--- src/rtl/dance_pkg.sv ---
// dance_pkg: shared rhythm-game constants and the per-lane judging state type.
package dance_pkg;
  localparam int unsigned LANES = 4;
  localparam int unsigned WINDOW_CYCLES = 12_500_000;
  localparam int unsigned MULT_STEP = 10;
  localparam int unsigned MULT_MAX = 4;
  typedef enum logic {IDLE, WINDOW} lane_state_e;
endpackage

--- src/rtl/lane_judge.sv ---
// lane_judge: one lane's hit window; registers a one-cycle hit or miss pulse
// the cycle after the note is judged.
module lane_judge #(
  parameter int unsigned WINDOW_CYCLES = dance_pkg::WINDOW_CYCLES
) (
  input  logic clk,
  input  logic reset,
  input  logic game_active_i,
  input  logic clear_i,
  input  logic note_valid_i,
  input  logic btn_i,
  output logic hit_o,
  output logic miss_o
);
  import dance_pkg::*;
  localparam int unsigned CW = $clog2(WINDOW_CYCLES + 1);
  localparam logic [CW-1:0] LOAD = CW'(WINDOW_CYCLES - 1);
  lane_state_e state_q, state_d;
  logic [CW-1:0] cnt_q, cnt_d;
  logic btn_q, hit_d, miss_d, rise, expired;
  assign rise = btn_i & ~btn_q;
  assign expired = cnt_q == '0;
  always_comb begin
    state_d = state_q;
    cnt_d = cnt_q;
    hit_d = 1'b0;
    miss_d = 1'b0;
    if (!game_active_i) begin
      state_d = IDLE;
      cnt_d = '0;
    end else if (state_q == IDLE) begin
      state_d = note_valid_i ? WINDOW : IDLE;
      cnt_d = note_valid_i ? LOAD : cnt_q;
    end else begin
      // A press always wins; a fresh note retires the old one and restarts the window.
      hit_d = rise;
      miss_d = !rise && (note_valid_i || expired);
      state_d = (!note_valid_i && (rise || expired)) ? IDLE : WINDOW;
      cnt_d = note_valid_i ? LOAD : (rise || expired) ? '0 : cnt_q - 1'b1;
    end
  end
  always_ff @(posedge clk or posedge reset) begin
    if (reset) begin
      state_q <= IDLE;
      cnt_q <= '0;
      btn_q <= 1'b0;
      hit_o <= 1'b0;
      miss_o <= 1'b0;
    end else begin
      btn_q <= btn_i;
      state_q <= clear_i ? IDLE : state_d;
      cnt_q <= clear_i ? '0 : cnt_d;
      hit_o <= !clear_i && hit_d;
      miss_o <= !clear_i && miss_d;
    end
  end
endmodule

--- src/rtl/hit_judge.sv ---
// hit_judge: per-lane judges plus streak, multiplier, score and best-streak
// aggregation; the streak register itself lives outside and is fed back.
module hit_judge #(
  parameter int unsigned LANES = dance_pkg::LANES,
  parameter int unsigned WINDOW_CYCLES = dance_pkg::WINDOW_CYCLES,
  parameter int unsigned MULT_STEP = dance_pkg::MULT_STEP
) (
  input  logic             clk,
  input  logic             reset,
  input  logic             game_active,
  input  logic             clear,
  input  logic [LANES-1:0] note_valid,
  input  logic [LANES-1:0] btn,
  input  logic [31:0]      streak_in,
  output logic [31:0]      streak_next,
  output logic [LANES-1:0] hit_pulse,
  output logic [LANES-1:0] miss_pulse,
  output logic [31:0]      score,
  output logic [31:0]      max_streak,
  output logic [2:0]       multiplier
);
  import dance_pkg::*;
  logic [31:0] pop, step_q, score_d, max_d;
  logic [32:0] streak_sum;
  logic [35:0] score_sum;
  for (genvar g = 0; g < LANES; g++) begin : g_lane
    lane_judge #(.WINDOW_CYCLES(WINDOW_CYCLES)) u_lane (
      .clk(clk),
      .reset(reset),
      .game_active_i(game_active),
      .clear_i(clear),
      .note_valid_i(note_valid[g]),
      .btn_i(btn[g]),
      .hit_o(hit_pulse[g]),
      .miss_o(miss_pulse[g])
    );
  end
  always_comb begin
    pop = '0;
    for (int i = 0; i < LANES; i++) pop += 32'(hit_pulse[i]);
    step_q = streak_in / 32'(MULT_STEP);
    multiplier = (step_q >= 32'(MULT_MAX - 1)) ? 3'(MULT_MAX) : step_q[2:0] + 3'd1;
    streak_sum = 33'(streak_in) + 33'(pop);
    streak_next = |miss_pulse ? '0 : streak_sum[32] ? '1 : streak_sum[31:0];
    score_sum = 36'(score) + 36'(pop) * 36'(multiplier);
    score_d = |score_sum[35:32] ? '1 : score_sum[31:0];
    max_d = streak_next > max_streak ? streak_next : max_streak;
  end
  always_ff @(posedge clk or posedge reset) begin
    if (reset) begin
      score <= '0;
      max_streak <= '0;
    end else if (clear) begin
      score <= '0;
      max_streak <= '0;
    end else begin
      score <= |hit_pulse ? score_d : score;
      max_streak <= max_d;
    end
  end
endmodule

--- config.mk ---
export PLATFORM = sky130hd
export DESIGN_NAME = hit_judge
export DESIGN_NICKNAME = d
export VERILOG_FILES = /design/src/rtl/dance_pkg.sv /design/src/rtl/lane_judge.sv /design/src/rtl/hit_judge.sv
export SDC_FILE = /design/constraint.sdc
export NUM_CORES = 1
export LEC_CHECK = 0
export ABC_AREA = 1
export BUFFER_PORTS_ARGS = -buffer_cell sky130_fd_sc_hd__buf_2
export CAP_MARGIN = 40
export CORE_MARGIN = 2
export CORE_UTILIZATION = 30
export DETAILED_ROUTE_END_ITERATION = 6
export PLACE_DENSITY = 0.49
export SLEW_MARGIN = 20
export SYNTH_ARGS = -nofsm -noshare
export SYNTH_HDL_FRONTEND = slang
export SYNTH_SLANG_ARGS = --single-unit
export TNS_END_PERCENT = 20
--- constraint.sdc ---
create_clock -name clk -period 11.9 [get_ports clk]
set_input_delay 1.19 -clock clk [delete_from_list [all_inputs] [get_ports clk]]
set_output_delay 1.19 -clock clk [all_outputs]
set_load 0.05 [all_outputs]
==> flow_summary.ini, run 1 <==
[clock_network]
numClockSinks = 176
clk_pin_slew_ps = 70
numCtsBuffers = 17
cts_root_buf = clkbuf_16
worstSkewPairLatency_ps = 500
htreeDepth = 4
cts_hold_buf = 0
cts_tree = done
clock_tree.buffer_depth = 2

[job]
maxCapViolCount = 0

[yosys]
synth_top_family_by_area = simple AND/OR/NAND/NOR gates
synthXorXnorAreaFrac_pct = 5.77
ys_warn_count = 0
synthAdderAreaFrac_pct = 6.02
synthCells = 1994
synth.avg_cell_area_um2 = 7.00
synthMuxAreaShare_pct = 0
ys_seq_area_share_pct = 31.5
synth_seq_cells = 176
synth-compound-area-share_pct = 13.8
synth.distinct_cells = 52
yosys.area_share.simple_pct = 32.0
syn-cell-area_um2 = 14000
syn_nets = 2101

[cells_and_area]
nNetsFinal = 2525
final_util_pct = 42.3
layout-drive-gt1-share_pct = 34.3
fillCellCount = 4676
final_cell_mix = buf_4, nand2_1, inv_1, dfrtp_1, nor2_1
syn_to_final_growth_pct = 40.2
stdcell_area_um2 = 19600
final_common_cell = buf_4

[setup_path]
slowest_delay_ps = 540
startpoint_type = input port
cp-startpoint = streak_in[30]
end_kind = register
crit_fanout = 5
cp_slowest_cell = fa_1
required_ps = 12250
crit_arrival_ps = 15420
path_class = in2reg
crit_top_cell = buf_4
timing.rr.start = g_lane[0].u_lane.hit_o

[global_routing]
grt_pass1_wl_mm = 73.6
antenna_found_initial = 3
grt_pass1_vias = 14605
grt_max_degree = 67
grt-ovfl-total = 0
track_usage_pct = 18.9

[sta]
worst_pin_slew_ps = 795
relSlewSlack_pct = 46.9
setup_ws_ps = -3180
rsz0062_at_grt = yes
skew_ps = 26.2
finalHoldViolCount = 0
fin_crit_sh_pct = 127
period_minus_slack_ps = 15080
slew_viol_final = 0
setup_viol = 35
timing.fmax_ghz = 0.0663

[drt]
drc = 0
drtIter0Drc = 931
ant_nets = 0
via_count = 15025
first_pass_iters = 6
routed_wl_mm = 46.5
drt-wirelength-per-cell_um = 15.3
via_per_inst = 4.94

[die]
die_area_um2 = 48300
start_util_pct = 30.2
core_region_area_um2 = 46300
ios = 151
fp-row-count = 79
die_x_um = 220
die_h_um = 220

[outcome]
status = finished, violations left
violations = setup timing

[placement]
placed_area_um2 = 16500
hpwlAfterDp_mm = 31.2
place.gp.congestion = 0.852
io_buffers = 150

[worst_hold_path]
hold_start = g_lane[0].u_lane.btn_q
hold_class = reg2reg
## area by class of cell
type                    instances  area [µm²]  share of cell area (%)
inverters                     339        1320                    6.75
diodes                          2        5.00                  0.0256
well taps                     607         759                    3.88
flip-flops and latches        176        4400                    22.5
clock inverters                14         169                   0.863
repair buffers                454        3190                    16.3
clock buffers                  18         429                    2.19
multi-input cells            1430        9290                    47.5
## registers in the layout, summed over array words and instances, names as in the netlist
register,cells
g_lane.u_lane.cnt_q,96
g_lane.u_lane.miss_o,4
g_lane.u_lane.hit_o,4
g_lane.u_lane.state_q,4
score,32
g_lane.u_lane.btn_q,4
max_streak,32
## cells by family (layout without fill, tap and decap cells)
kind of cell               after synthesis  in the layout
other                                    0              2
buffers and inverters                  388            825
and+or+nand+nor                        948            948
AOI/OAI and AO/OA                      327            327
xor gates and xnor gates                92             92
adders and majority gates               63             63
DFF                                    176            176
## worst max-delay path: cells and delay by family
| family | cells | cell delay (ps) |
|---|---|---|
| AOI/OAI and AO/OA | 7 | 820 |
| adders and majority gates | 3 | 1270 |
| buffers and inverters | 60 | 7210 |
| and+or+nand+nor | 48 | 4890 |
## metal layers
metal / global-route usage, % / up-vias / wire length (µm)
li1: - / 7407 / -
met2: 31.6 / 352 / 22200
met3: 3.52 / 104 / 1910
met5: 0 / - / 12
met1: 24.6 / 7160 / 21100
met4: 6.15 / 2 / 1280
## synthesized netlist by cell type (all sizes together)
library cell  instances  area share (%)
nand2               468              15
inv                 336             9.1
nand3               188             7.7
dfrtp               176              32
nor2                169             4.6
o21ai               144             5.2
xor2                 83             5.2
a21oi                64             2.4
ha                   56             5.0
nor3                 55             2.0
o22ai                50             2.2
clkbuf               32            0.86
nand4                30             1.3
nor4                 24             1.1
o221ai               19             1.2
buf                  17            0.81
o211ai               16            0.86
xnor2                 9            0.56
fa                    7             1.0
a22o                  6            0.38
a31oi                 5            0.22
or2                   5            0.22
a21o                  4            0.22
nand3b                4            0.22
a211oi                3            0.16
clkinv                3           0.090
o21a                  3            0.16
o311ai                3            0.19
a22oi                 2            0.11
and3                  2           0.090
o2111ai               2            0.13
a2111oi               1           0.063
a221o                 1           0.072
a31o                  1           0.063
a32o                  1           0.072
and2                  1           0.045
nand2b                1           0.045
o21bai                1           0.081
o22a                  1           0.063
or4                   1           0.054
## path summary, 6_finish.rpt
| path | depth (start not counted) | slack, ps | to |
|---|---|---|---|
| worst max-delay path | 118 | -3180 | score[28] |
| worst min-delay path | 3 | 520 | g_lane[0].u_lane.hit_o |
| worst max register to register | 35 | 4170 | max_streak[19] |
| worst min register to register | 3 | 520 | g_lane[0].u_lane.hit_o |
| max in group asynchronous | 5 | 9780 | g_lane[0].u_lane.cnt_q[7] |
| min in group asynchronous | 2 | 690 | score[20] |
## per-stage QoR
stage / cells / hold slack, ps / TNS (ps) / setup slack [ps]
final: 3040 / 515 / -92480 / -3180
after global placement: 2830 / 492 / -73610 / -2810
after CTS: 3018 / 525 / -66610 / -2410
after global routing: 3040 / 549 / -117320 / -3950
after floorplan: 1994 / 464 / -50750 / -2080
after detailed placement: 2837 / 508 / -91050 / -3250
## timing repair
action,in CTS,in global routing
resized for setup,112,204
pin swaps,64,113
buffers inserted,150,31
endpoints found under the setup margin,35,35
Power of run 1 is left out: the tool's default activity adds up to more than one toggle a clock period on the data nets, which glitch-free logic cannot reach.
==> inputs of run 2 (changes only) <==
- REMOVE_ABC_BUFFERS: unset -> 1
==> run 2 against run 1 <==
- the run still ends with setup timing left
- setup slack gained 340 ps
- cell count shrank 1.9%
- critical endpoint is now score[31]
- clock skew shrank 17 ps
- largest cell class unchanged
- cell area shrank 2.8%
==> flow_summary.ini, run 2 (same netlist as run 1, synthesis figures left out) <==
[setup_path]
timing.rr.start = g_lane[0].u_lane.hit_o
cp-startpoint = streak_in[29]
r2r.worst_path.cells = 34
crit_arrival_ps = 15050
required_ps = 12210
end_kind = register
crit_top_cell = nand2_4
path_class = in2reg
slowest_delay_ps = 520
r2r-end = max_streak[24]
crit_fanout = 5
startpoint_type = input port
regToRegSetupSlack_ps = 3670
cp_slowest_cell = fa_1

[die]
fp-row-count = 79
die_h_um = 220
ios = 151
die_x_um = 220
core_region_area_um2 = 46300
start_util_pct = 30.2
die_area_um2 = 48300

[sta]
timing.fmax_ghz = 0.0678
rsz0062_at_grt = yes
setup_viol = 35
period_minus_slack_ps = 14740
slew_viol_final = 0
finalHoldViolCount = 0
fin_crit_sh_pct = 124
worst_pin_slew_ps = 814
skew_ps = 8.92
relSlewSlack_pct = 45.2
setup_ws_ps = -2840

[clock_network]
htreeDepth = 4
cts_tree = done
clk_pin_slew_ps = 70
numCtsBuffers = 17
worstSkewPairLatency_ps = 460
cts_hold_buf = 0
cts_root_buf = clkbuf_16
numClockSinks = 176
clock_tree.buffer_depth = 2

[global_routing]
grt_pass1_wl_mm = 70.8
antenna_found_initial = 4
grt_max_degree = 89
track_usage_pct = 18.0
grt-ovfl-total = 0
grt_pass1_vias = 14196

[drt]
drt-wirelength-per-cell_um = 14.7
via_per_inst = 4.84
drc = 0
drtIter0Drc = 869
ant_nets = 0
routed_wl_mm = 43.8
via_count = 14421
first_pass_iters = 5

[job]
maxCapViolCount = 0

[cells_and_area]
syn_to_final_growth_pct = 36.2
layout-drive-gt1-share_pct = 32.5
top_regs = g_lane.u_lane.cnt_q: 96 flops, max_streak: 32 flops, score: 32 flops
stdcell_count = 2982
fillCellCount = 4707
final_cell_mix = nand2_1, inv_1, buf_4, dfrtp_1, nor2_1
largest_register_ffs = 96
nNetsFinal = 2467
final_common_cell = nand2_1
final_util_pct = 41.1
largest-register = g_lane.u_lane.cnt_q

[placement]
dpl.cell_count = 2832
hpwlAfterDp_mm = 31.0
io_buffers = 150
place.gp.congestion = 0.855

[outcome]
violations = setup timing
status = finished, violations left

[worst_hold_path]
hold_end = g_lane[0].u_lane.hit_o
hold_class = reg2reg
worstHoldPathCells = 3
hold_start = g_lane[0].u_lane.btn_q
## run 2: cell types whose count changed in the layout (fill, tap and decap cells not counted), sizes merged
cell	before	now
clkinv	6	7
buf	454	396
bufinv	2	3
inv	343	340
clkbuf	18	19
## run 2: area by class of cell
cell class	instances	area, µm²	area share (%)
Clock buffer	19	453	2.38
Tap cell	607	759	3.99
Antenna cell	2	5.00	0.0263
Clock inverter	13	178	0.934
Sequential cell	176	4400	23.2
Multi-Input combinational cell	1430	9210	48.4
Timing Repair Buffer	396	2700	14.2
Inverter	339	1320	6.92
## run 2: metal layers
metal	vias up	routed length, µm	GRT usage [%]
met2	239	20600	29.9
li1	7293	-	-
met1	6848	20900	24.4
met4	4	605	4.07
met3	37	1610	3.08
met5	-	22	0
## run 2: worst max-delay path by stage
stage | slack, ps | end | cells after the start
final | -2840 | score[31] | 143
after floorplan | -2800 | score[31] | 144
after global placement | -2980 | score[31] | 145
after CTS | -2460 | score[31] | 143
after global routing | -4010 | score[30] | 147
after detailed placement | -3650 | score[31] | 147
## run 2: timing repair
action                                  CTS  global route
setup buffers                           101            22
gates resized for setup                 148           176
endpoints found under the setup margin   35            35
pin swaps                                78           122
## run 2: critical path: cells and delay by family
kind	cells	cell delay, ps
compound gates	8	1160
buf+inv	18	1650
simple gates	112	9390
xor+xnor	1	70
fa+ha+maj	4	1520
## run 2: stage by stage
stage	setup WS (ps)	setup TNS, ps	instance area (µm²)	hold WS (ps)
2_1_floorplan	-2800	-75900	13700	464
3_3_place_gp	-2980	-80470	16200	484
3_5_place_dp	-3650	-99340	16300	494
4_1_cts	-2460	-66800	18200	504
5_1_grt	-4010	-115850	19000	527
6_report	-2840	-78400	19000	502
Power of run 2 is left out for the same reason.
==> inputs of run 3 (changes only) <==
- CORE_UTILIZATION: 30 -> 28
- PLACE_DENSITY: 0.49 -> 0.47
==> run 3 against run 2 <==
- the flow still finishes with violations (setup timing)
- clock skew up 6.3 ps
- cell area fell by 0.12%
- routed wire length decreased by 1.7%
- first-iteration DRC count is 26% lower
- setup slack gained 3.8 ps
- count of clock-buffer cells in the layout shrank 2
- critical endpoint unchanged
==> flow_summary.ini, run 3 (same netlist as run 1, synthesis figures left out) <==
[outcome]
status = finished, violations left
violations = setup timing

[clock_network]
numCtsBuffers = 17
cts_root_buf = clkbuf_16
worstSkewPairLatency_ps = 490
cts_hold_buf = 0
clk_pin_slew_ps = 80
cts_tree = done
numClockSinks = 176
clock_tree.buffer_depth = 2
htreeDepth = 4

[die]
core_region_area_um2 = 49100
die_h_um = 227
die_area_um2 = 51700
die_x_um = 227
start_util_pct = 28.5
ios = 151
fp-row-count = 81

[cells_and_area]
largest-register = g_lane.u_lane.cnt_q
top_regs = g_lane.u_lane.cnt_q: 96 flops, max_streak: 32 flops, score: 32 flops
final_common_cell = nand2_1
largest_register_ffs = 96
nNetsFinal = 2439
fillCellCount = 5171
multi_input_area_um2 = 9240
final_cell_mix = nand2_1, inv_1, buf_4, dfrtp_1, nor2_1
layout-drive-gt1-share_pct = 32.4
syn_to_final_growth_pct = 36.0
register_area_um2 = 4400

[sta]
fin_setup_tns_ps = -78660
worst_pin_slew_ps = 766
timing.fmax_ghz = 0.0679
setup_viol = 35
period_minus_slack_ps = 14740
relSlewSlack_pct = 48.9
skew_ps = 15.2
slew_viol_final = 0
fin_hold_ws_ps = 499
finalHoldViolCount = 0
setup_ws_ps = -2840
rsz0062_at_grt = yes
fin_crit_sh_pct = 124

[worst_hold_path]
hold_start = g_lane[2].u_lane.cnt_q[9]
hold_end = g_lane[2].u_lane.cnt_q[9]
hold_class = reg2reg
worstHoldPathCells = 2

[setup_path]
timing.rr.start = g_lane[0].u_lane.hit_o
crit_arrival_ps = 15090
path_class = in2reg
crit_top_cell = nand2_4
slowest_delay_ps = 570
required_ps = 12250
regToRegSetupSlack_ps = 4330
r2r.worst_path.cells = 33
cp_slowest_cell = fa_1
r2r-end = max_streak[31]
crit_fanout = 5
startpoint_type = input port
end_kind = register

[global_routing]
grt_max_degree = 105
grt_pass1_wl_mm = 68.7
grt_pass1_vias = 13636
grt-ovfl-total = 0
antenna_found_initial = 3
track_usage_pct = 16.6

[drt]
via_count = 14180
routed_wl_mm = 43.0
drc = 0
via_per_inst = 4.71
drtIter0Drc = 643
ant_nets = 0
drt-wirelength-per-cell_um = 14.3
first_pass_iters = 6

[placement]
place.gp.congestion = 0.845
hpwlAfterDp_mm = 30.7
io_buffers = 150

[job]
maxCapViolCount = 0
[run 3: changes by cell type in the layout (fill, tap and decap cells not counted), moves of 4 or more]
cell,previous run,this run
nand2_1,292,280
nand2_4,86,81
nand2_2,90,107
buf_4,241,197
nand3_2,35,30
buf_6,6,20
a21oi_2,7,13
inv_1,282,278
a21oi_1,55,49
[run 3: how the worst max path moves through the flow]
stage / startpoint / endpoint / slack, ps / cells past startpoint
floorplan: streak_in[30] / score[31] / -2800 / 144
global placement: streak_in[31] / score[31] / -3020 / 140
detailed placement: streak_in[31] / score[31] / -3610 / 142
CTS: streak_in[30] / score[28] / -2530 / 147
global route: streak_in[30] / score[31] / -3830 / 143
finish: streak_in[29] / score[31] / -2840 / 141
[run 3: what timing repair did]
action	4_1_cts	5_1_grt
buffers inserted	61	35
gates resized for setup	130	226
pin swaps	65	135
setup endpoints to repair	35	35
[run 3: per-stage QoR]
stage	util, %	worst slack [ps]	cell area [µm²]	cells
final	38.7	-2840	19000	3010
after global routing	38.7	-3830	19000	3010
after CTS	36.4	-2530	17900	2982
after detailed placement	33.3	-3610	16300	2889
after global placement	33.2	-3020	16300	2887
after floorplan	-	-2800	13700	1945
[run 3: critical path: cells and delay by family]
family                   cells  cell delay [ps]
AND/OR/NAND/NOR            105             9080
adder cells (fa/ha/maj)      4             1540
AO/OA/AOI/OAI                9             1270
XOR/XNOR                     1               70
buffers and inverters       22             1930
[run 3: cell type report]
class	count	share of cell area [%]
inverters	339	6.90
clock inverters	15	1.14
flip-flops and latches	176	23.2
clock buffers	17	2.24
multi-input cells	1430	48.7
diodes	1	0.0132
well taps	664	4.37
repair buffers	368	13.5
[run 3: metal layers]
layer / routed length [µm] / GRT usage [%] / up-vias
met1: 20400 / 22.0 / 6702
met5: 13 / 0 / -
met3: 1370 / 3.23 / 47
li1: - / - / 7230
met2: 20300 / 27.3 / 199
met4: 896 / 5.06 / 2
Power of run 3 is left out for the same reason.
